$ cat config.mk
export PLATFORM = sky130hd
export DESIGN_NAME = mux_t_t_t_n_sched
export DESIGN_NICKNAME = d
export VERILOG_FILES = /design/src/rtl/mux_sched_pkg.sv /design/src/rtl/mux_t_t_t_n_sched_tstamp_lane.sv /design/src/rtl/mux_t_t_t_n_sched.sv
export SDC_FILE = /design/constraint.sdc
export NUM_CORES = 1
export LEC_CHECK = 0
export ABC_CLOCK_PERIOD_IN_PS = 7200
export BUFFER_PORTS_ARGS = -buffer_cell sky130_fd_sc_hd__buf_2
export CAP_MARGIN = 10
export CORE_AREA = 2 2 134 136
export DETAILED_ROUTE_END_ITERATION = 8
export DIE_AREA = 0 0 136 138
export PLACE_DENSITY = 0.86
export SYNTH_ARGS = -nofsm -noshare
export SYNTH_HDL_FRONTEND = slang
export SYNTH_HIERARCHICAL = 1
export SYNTH_SLANG_ARGS = --single-unit
$ cat constraint.sdc
create_clock -name clk -period 7.2 [get_ports clk]
set_clock_uncertainty 0.15 [all_clocks]
set_input_delay 0.36 -clock clk [delete_from_list [all_inputs] [get_ports clk]]
set_output_delay 0.36 -clock clk [all_outputs]
set_load 0.05 [all_outputs]
$ cat src/rtl/mux_sched_pkg.sv
// mux_sched_pkg: shared types and width helpers for the temporal mux sequencer
package mux_sched_pkg;
  typedef enum logic [1:0] {IDLE, GRST, RUN, DONE} state_e;
  localparam int MAX_VEC = 4096;
  function automatic int tw(input int width);
    return $clog2(width) + 1;
  endfunction
  function automatic int inf_of(input int width);
    return width;
  endfunction
  // Lane idx of a packed vector of w-bit times, zero-extended to 32 bits
  function automatic logic [31:0] lane_slice(input logic [MAX_VEC-1:0] vec, input int idx, input int w);
    return 32'(vec >> (idx * w)) & ((32'd1 << w) - 32'd1);
  endfunction
endpackage

$ cat src/rtl/mux_t_t_t_n_sched_tstamp_lane.sv
// tstamp_lane: one lane's latched spike time, event compare and first-edge stamp
module tstamp_lane
  import mux_sched_pkg::*;
#(
  parameter int GAMMA_CYCLE_WIDTH = 16,
  localparam int TW = tw(GAMMA_CYCLE_WIDTH)
) (
  input  logic          clk,
  input  logic          rst_n,
  input  logic          load_i,
  input  logic [TW-1:0] time_i,
  input  logic [TW-1:0] t_i,
  input  logic          run_i,
  input  logic          y_i,
  output logic          hi_o,
  output logic [TW-1:0] stamp_o
);
  localparam logic [TW-1:0] INF = TW'(inf_of(GAMMA_CYCLE_WIDTH));
  logic [TW-1:0] time_q, time_d, stamp_q, stamp_d;
  always_comb begin
    time_d  = load_i ? time_i : time_q;
    stamp_d = load_i ? INF : (run_i && y_i && stamp_q == INF) ? t_i : stamp_q;
  end
  always_ff @(posedge clk or negedge rst_n) begin
    if (!rst_n) begin
      time_q  <= INF;
      stamp_q <= INF;
    end else begin
      time_q  <= time_d;
      stamp_q <= stamp_d;
    end
  end
  // Times >= GAMMA_CYCLE_WIDTH never satisfy the compare, so such lanes stay low
  assign hi_o    = run_i && (time_q <= t_i);
  assign stamp_o = stamp_q;
endmodule

$ cat src/rtl/mux_t_t_t_n_sched.sv
// mux_t_t_t_n_sched: gamma-cycle sequencer driving and timestamping an N-wide temporal mux
module mux_t_t_t_n_sched
  import mux_sched_pkg::*;
#(
  parameter int GAMMA_CYCLE_WIDTH = 16,
  parameter int NUM_INPUTS = GAMMA_CYCLE_WIDTH,
  parameter int GRST_CYCLES = 2,
  localparam int TW = tw(GAMMA_CYCLE_WIDTH)
) (
  input  logic                     clk,
  input  logic                     rst_n,
  input  logic                     req_valid,
  output logic                     req_ready,
  input  logic [TW-1:0]            req_sel_time,
  input  logic [NUM_INPUTS*TW-1:0] req_in_times,
  output logic                     grst,
  output logic                     select_line,
  output logic [NUM_INPUTS-1:0]    mux_inputs,
  input  logic [NUM_INPUTS-1:0]    mux_y,
  output logic                     rsp_valid,
  input  logic                     rsp_ready,
  output logic [NUM_INPUTS*TW-1:0] rsp_times,
  output logic                     busy
);
  localparam int GW = $clog2(GRST_CYCLES + 1);
  localparam logic [GW-1:0] GLAST = GW'(GRST_CYCLES - 1);
  localparam logic [TW-1:0] TLAST = TW'(GAMMA_CYCLE_WIDTH - 1);
  state_e state_q, state_d;
  logic [GW-1:0] gcnt_q, gcnt_d;
  logic [TW-1:0] t_q, t_d, sel_q, sel_d;
  logic accept, run;
  assign accept = (state_q == IDLE) && req_valid;
  assign run    = (state_q == RUN);
  always_comb begin
    state_d = state_q;
    gcnt_d  = gcnt_q;
    t_d     = t_q;
    sel_d   = sel_q;
    case (state_q)
      IDLE: if (req_valid) begin
        state_d = GRST;
        gcnt_d  = '0;
        sel_d   = req_sel_time;
      end
      GRST: if (gcnt_q == GLAST) begin
        state_d = RUN;
        t_d     = '0;
      end else gcnt_d = gcnt_q + GW'(1);
      RUN: if (t_q == TLAST) state_d = DONE;
        else t_d = t_q + TW'(1);
      DONE: if (rsp_ready) state_d = IDLE;
      default: state_d = IDLE;
    endcase
  end
  always_ff @(posedge clk or negedge rst_n) begin
    if (!rst_n) begin
      state_q <= IDLE;
      gcnt_q  <= '0;
      t_q     <= '0;
      sel_q   <= '0;
    end else begin
      state_q <= state_d;
      gcnt_q  <= gcnt_d;
      t_q     <= t_d;
      sel_q   <= sel_d;
    end
  end
  // All outputs decode registered state; nothing passes combinationally from an input
  assign req_ready   = (state_q == IDLE);
  assign busy        = (state_q != IDLE);
  assign grst        = (state_q == IDLE) || (state_q == GRST);
  assign rsp_valid   = (state_q == DONE);
  assign select_line = run && (sel_q <= t_q);
  for (genvar i = 0; i < NUM_INPUTS; i++) begin : g_lane
    tstamp_lane #(.GAMMA_CYCLE_WIDTH(GAMMA_CYCLE_WIDTH)) u_lane (
      .clk     (clk),
      .rst_n   (rst_n),
      .load_i  (accept),
      .time_i  (TW'(lane_slice(MAX_VEC'(req_in_times), i, TW))),
      .t_i     (t_q),
      .run_i   (run),
      .y_i     (mux_y[i]),
      .hi_o    (mux_inputs[i]),
      .stamp_o (rsp_times[i*TW +: TW])
    );
  end
endmodule
Word-level counts from Yosys, hierarchy flattened
Index checks and enable logic that the tools add are counted.
{"block": "totals", "wordCells": 200, "regBits": 174, "out_inout_bits": 101, "in_bits": 105}
{"block": "classes", "order_cmp": 17, "muxes": 43, "n_reduce_logical": 75, "eq_ne": 27, "n_addsub": 2}
{"operator": "5-bit 2-to-1 mux", "n": 34}
{"operator": "5-bit less-or-equal comparator", "n": 17}
{"operator": "5-bit equality test, second input constant", "n": 16}
{"operator": "1-bit logical AND", "n": 50}
{"operator": "2-bit nonzero test", "n": 19}
{"operator": "2-bit 2-to-1 mux", "n": 6}
{"operator": "2-bit inequality test, second input constant", "n": 5}
{"operator": "5-bit case mux with 2 select lines", "n": 1}
{"operator": "2-bit case mux with 4 select lines", "n": 1}
{"operator": "3-bit AND reduction", "n": 2}
{"operator": "5-bit by 1-bit adder with 5-bit output, second input constant", "n": 1}
{"operator": "5-bit by 4-bit equality test with 1-bit output, second input constant", "n": 1}
{"operator": "2-bit by 1-bit equality test with 1-bit output, second input constant", "n": 2}
{"operator": "2-bit equality test, second input constant", "n": 2}
{"operator": "2-bit case mux with 2 select lines", "n": 1}
{"operator": "4-bit AND reduction", "n": 1}
{"operator": "2-bit by 1-bit adder with 2-bit output, second input constant", "n": 1}
{"operator": "2-bit logical NOT", "n": 1}
{"operator": "2-bit by 1-bit inequality test with 1-bit output, second input constant", "n": 1}
{"operator": "2-bit AND reduction", "n": 1}
{"operator": "1-bit logical OR", "n": 1}

Depth between registers and ports, before layout
{"block": "depth", "word_depth": 5, "ltp_mapped": 8}

Hierarchy
The synthesis kept the hierarchy.
{"module": "tstamp_lane", "n_inst": 16, "seq_area_each_um2": 252.7, "cells_per_inst": 48, "area_each_um2": 523.0}
{"module": "mux_t_t_t_n_sched", "n_inst": 1, "seq_area_each_um2": 350.3, "cells_per_inst": 94, "area_each_um2": 927.1}

Worst setup path after synthesis
OpenSTA, ideal clock, no wires.
{"block": "synth_path", "kind": "register -> output", "startpoint": "register state_q[0]", "endpoint": "output select_line", "arrival_ns": 2.628, "setup_slack_ns": 4.062, "path_buffers": 0, "stages_incl_launch_ff": 5, "cell_sequence": "dfrtp_1 -> inv_1 -> ha_1 -> nand2_1 -> o21ai_0"}
{"block": "synth_via", "elab_chain_len": 2}
{"element": "start, declared", "line": "mux_t_t_t_n_sched.sv:28", "text": "state_e state_q, state_d;"}
{"element": "start signal, assigned", "line": "mux_t_t_t_n_sched.sv:62", "text": "state_q <= state_d;"}
{"element": "2-bit equality test", "line": "mux_t_t_t_n_sched.sv:33", "text": "assign run = (state_q == RUN);"}
{"element": "net run", "line": "mux_t_t_t_n_sched.sv:31", "text": "logic accept, run;"}
{"element": "1-bit logical AND", "line": "mux_t_t_t_n_sched.sv:73", "text": "assign select_line = run && (sel_q <= t_q);"}
{"element": "end, declared", "line": "mux_t_t_t_n_sched.sv:17", "text": "output logic select_line,"}
The timed path passes the listed nets, and every way through them passes these cells.

Worst setup path after layout
Ends and elaborated chain as after synthesis.

==> impl_metrics.yaml <==
worst_setup_path:
  required_ns: 6.69
  timing.rr.end: "g_lane[0].u_lane/time_q[1]"
  reg2reg_from: "state_q[0]"
  arrival_ns: 2.94
  start_kind: "register"
  cp-end-kind: "primary output"
  r2r_slack_ns: 3.99
  crit_end: "select_line"
  critPathLaunch: "state_q[0]"
  criticalPathCategory: "reg2out"
  ff2ff_path_depth: 6
  crit_fanout: 32
grt:
  grt_max_degree: 95
  gr-total-overflow: 0
  grt_use_total_pct: 23.7
  grt_pass1_vias: 7262
  antenna_found_initial: 3
  grt_pass1_wl_um: 35700
sta:
  period_needed_ns: 3.45
  worst_pin_slew_ns: 1.08
  fin_crit_sh_pct: 48.0
  finalSetupViolations: 0
  fin_ws_ns: 3.75
  finalSetupTns_ns: 0
  max_slew_margin_pct: 27.8
  timing.fmax_mhz: 290
  grt_setup_unrepaired: "no"
  drv_slew: 0
  finalHoldViolCount: 0
synth:
  yosysUniqueCellTypes: 37
  yosys_warnings: 6
  syn_avg_cell_area_um2: 10.8
  synth_area_mm2: 0.00930
  synthesis.nets: 1060
  netlist_instances: 862
  synth_edf_count: 0
  synth_top_flop_cell: "dfrtp_1"
  ys_seq_elements: 174
  synthArstFlopShare_pct: 100
  ys_seq_area_share_pct: 47.3
route:
  drc: 0
  antenna_left: 0
  wl_met2_um: 10800
  drt-wirelength-per-cell_um: 16.5
  wirelength_um: 21900
  route.met3.wl_um: 1180
  drtPass1Iterations: 5
  wl_met1_um: 9550
  num_vias: 7377
  topRoutingLayerUsed: "met4"
  drt_iter0_drc: 416
  vias_per_cell: 5.55
clocking:
  tritoncts: "done"
  clkLatencyLatePin_ns: 0.42
  clock_path_buffers: 2
  cts.clk_slew.worst_paths_ns: 0.06
  cts_buffers: 17
  clkSinkCount: 174
  postCtsSetupRepairBufs: 0
  clock-root-buffer: "clkbuf_16"
  post_cts_resize_count: 0
  htree_levels: 4
placement:
  hpwl_um: 14700
  gp_congestion: 0.806
  post_dp_cell_area_mm2: 0.0106
  place_ws_ns: 4.02
  port_buffers: 205
power_and_ir_drop:
  leakage_nw: 5.58
  cellPowerDensity_mw_per_mm2: 553
  ir_drop_uv: 275
finish:
  fin_area_mm2: 0.0113
  fill_cells: 1402
  final_core_util_pct: 64.3
  nNetsFinal: 1282
  syn_to_final_growth_pct: 21.3
  layout-drive-gt1-share_pct: 33.6
run_status:
  status: "finished clean"
floorplanning:
  core_area_mm2: 0.0175
  fp.dieH_um: 138
  num_io_pins: 206
  rows: 49
  chipWidth_um: 136
  initial_utilization_pct: 53.0
  die_area_mm2: 0.0188
flow_run:
  drv_cap: 0
hold_path:
  hp-class: "in2reg"
==> state kept, by name, summed over array words and instances, names as in the netlist <==
register	flops
t_q	5
g_lane.u_lane/time_q	80
sel_q	5
state_q	2
gcnt_q	2
g_lane.u_lane/stamp_o	80
==> layer usage <==
metal	track usage, %	vias up
met2	39.2	213
met4	7.29	0
met1	31.2	3615
met5	0	-
met3	5.24	26
li1	-	3523
==> stage by stage <==
stage               instances  hold slack (ns)  power [mW]
floorplan                 862          -0.0856        4.47
global placement         1283            0.338        5.16
detailed placement       1283            0.351        5.31
CTS                      1319          0.00236        6.26
global route             1327         0.000565        6.68
finish                   1328           0.0166        6.24
==> cell type report <==
class | instances | area, um2 | share of cell area (%)
antenna | 3 | 7.51 | 0.0666
multi-input combinational | 563 | 4410 | 39.1
timing repair buffer | 220 | 1170 | 10.4
clock buffer | 21 | 450 | 4.00
inverter | 108 | 410 | 3.64
sequential | 174 | 4400 | 39.0
tap | 229 | 287 | 2.54
clock inverter | 10 | 139 | 1.23
==> how the worst min path moves through the flow <==
| stage | start | end | slack, ns | cells after the start |
|---|---|---|---|---|
| finish | req_in_times[0] | g_lane[0].u_lane/time_q[0] | 0.02 | 3 |
| global route | req_in_times[8] | g_lane[1].u_lane/time_q[3] | 0.0006 | 2 |
| CTS | req_in_times[3] | g_lane[0].u_lane/time_q[3] | 0.002 | 2 |
| detailed placement | g_lane[0].u_lane/stamp_o[1] | g_lane[0].u_lane/stamp_o[1] | 0.35 | 2 |
| global placement | g_lane[7].u_lane/stamp_o[1] | g_lane[7].u_lane/stamp_o[1] | 0.34 | 2 |
| floorplan | rst_n | g_lane[0].u_lane/stamp_o[0] | -0.09 | 0 |
==> repair_timing <==
item | CTS | global route
hold buffers | 5 | 6
hold endpoints to repair | 79 | 6
setup endpoints to repair | 0 | 0
==> logic make-up (layout without fill, tap and decap cells) <==
logic type,Yosys count,in the layout,synth area share [%]
buffers and inverters,125,359,5.30
and+or+nand+nor,233,233,14.8
adders and majority gates,93,93,12.5
AOI/OAI and AO/OA,166,166,11.5
other,0,3,0
DFF,174,174,47.3
muxes,71,71,8.63
==> cells in the final DEF (no fill, tap or decap), types with 2 or more instances in the layout <==
master / instances
buf_2: 204
dfrtp_1: 139
inv_1: 106
ha_1: 92
nor2_1: 83
nand2_1: 75
mux2_2: 69
a31oi_1: 64
dfstp_2: 32
o21ai_0: 25
a21oi_1: 20
nand4_1: 17
nand3_1: 17
o22ai_1: 17
clkbuf_16: 17
o2111ai_1: 16
nor4b_4: 16
and3b_1: 16
a21o_1: 16
dlygate4sd3_1: 11
buf_4: 4
diode_2: 3
clkinv_2: 3
clkbuf_1: 3
bufinv_16: 3
dfrtp_2: 3
inv_6: 2
o221ai_1: 2
nor3_1: 2
clkinv_4: 2
==> report_power, final <==
part | internal [mW] | switching [mW] | total, mW
clock | 0.554 | 0.370 | 0.924
combinational | 1.22 | 2.13 | 3.35
sequential | 1.50 | 0.467 | 1.97
==> worst max-delay path: stages (launching register included) <==
cell and delay, ns:
dfrtp_1 0.40, inv_1 0.13, ha_2 0.55, buf_4 0.48, inv_2 0.12, a211oi_1 0.25
o221ai_1 0.15, o21ai_0 0.10, buf_2 0.31
==> synthesized netlist by cell type (2+ instances only) <==
cell,n,area [um2]
a21o_1,16,120
a21oi_1,20,100
a31oi_1,64,400
and3b_1,16,140
buf_2,16,80.1
dfrtp_1,142,3550
dfstp_2,32,841
ha_1,93,1160
inv_1,107,402
mux2_2,69,777
nand2_1,75,282
nand3_1,17,85.1
nand4_1,17,106
nor2_1,83,312
nor3_1,2,10.0
nor4b_4,16,380
o2111ai_1,16,140
o21ai_0,25,125
o221ai_1,2,17.5
o22ai_1,17,106
No activity file was read; power rests on OpenSTA's default activity.
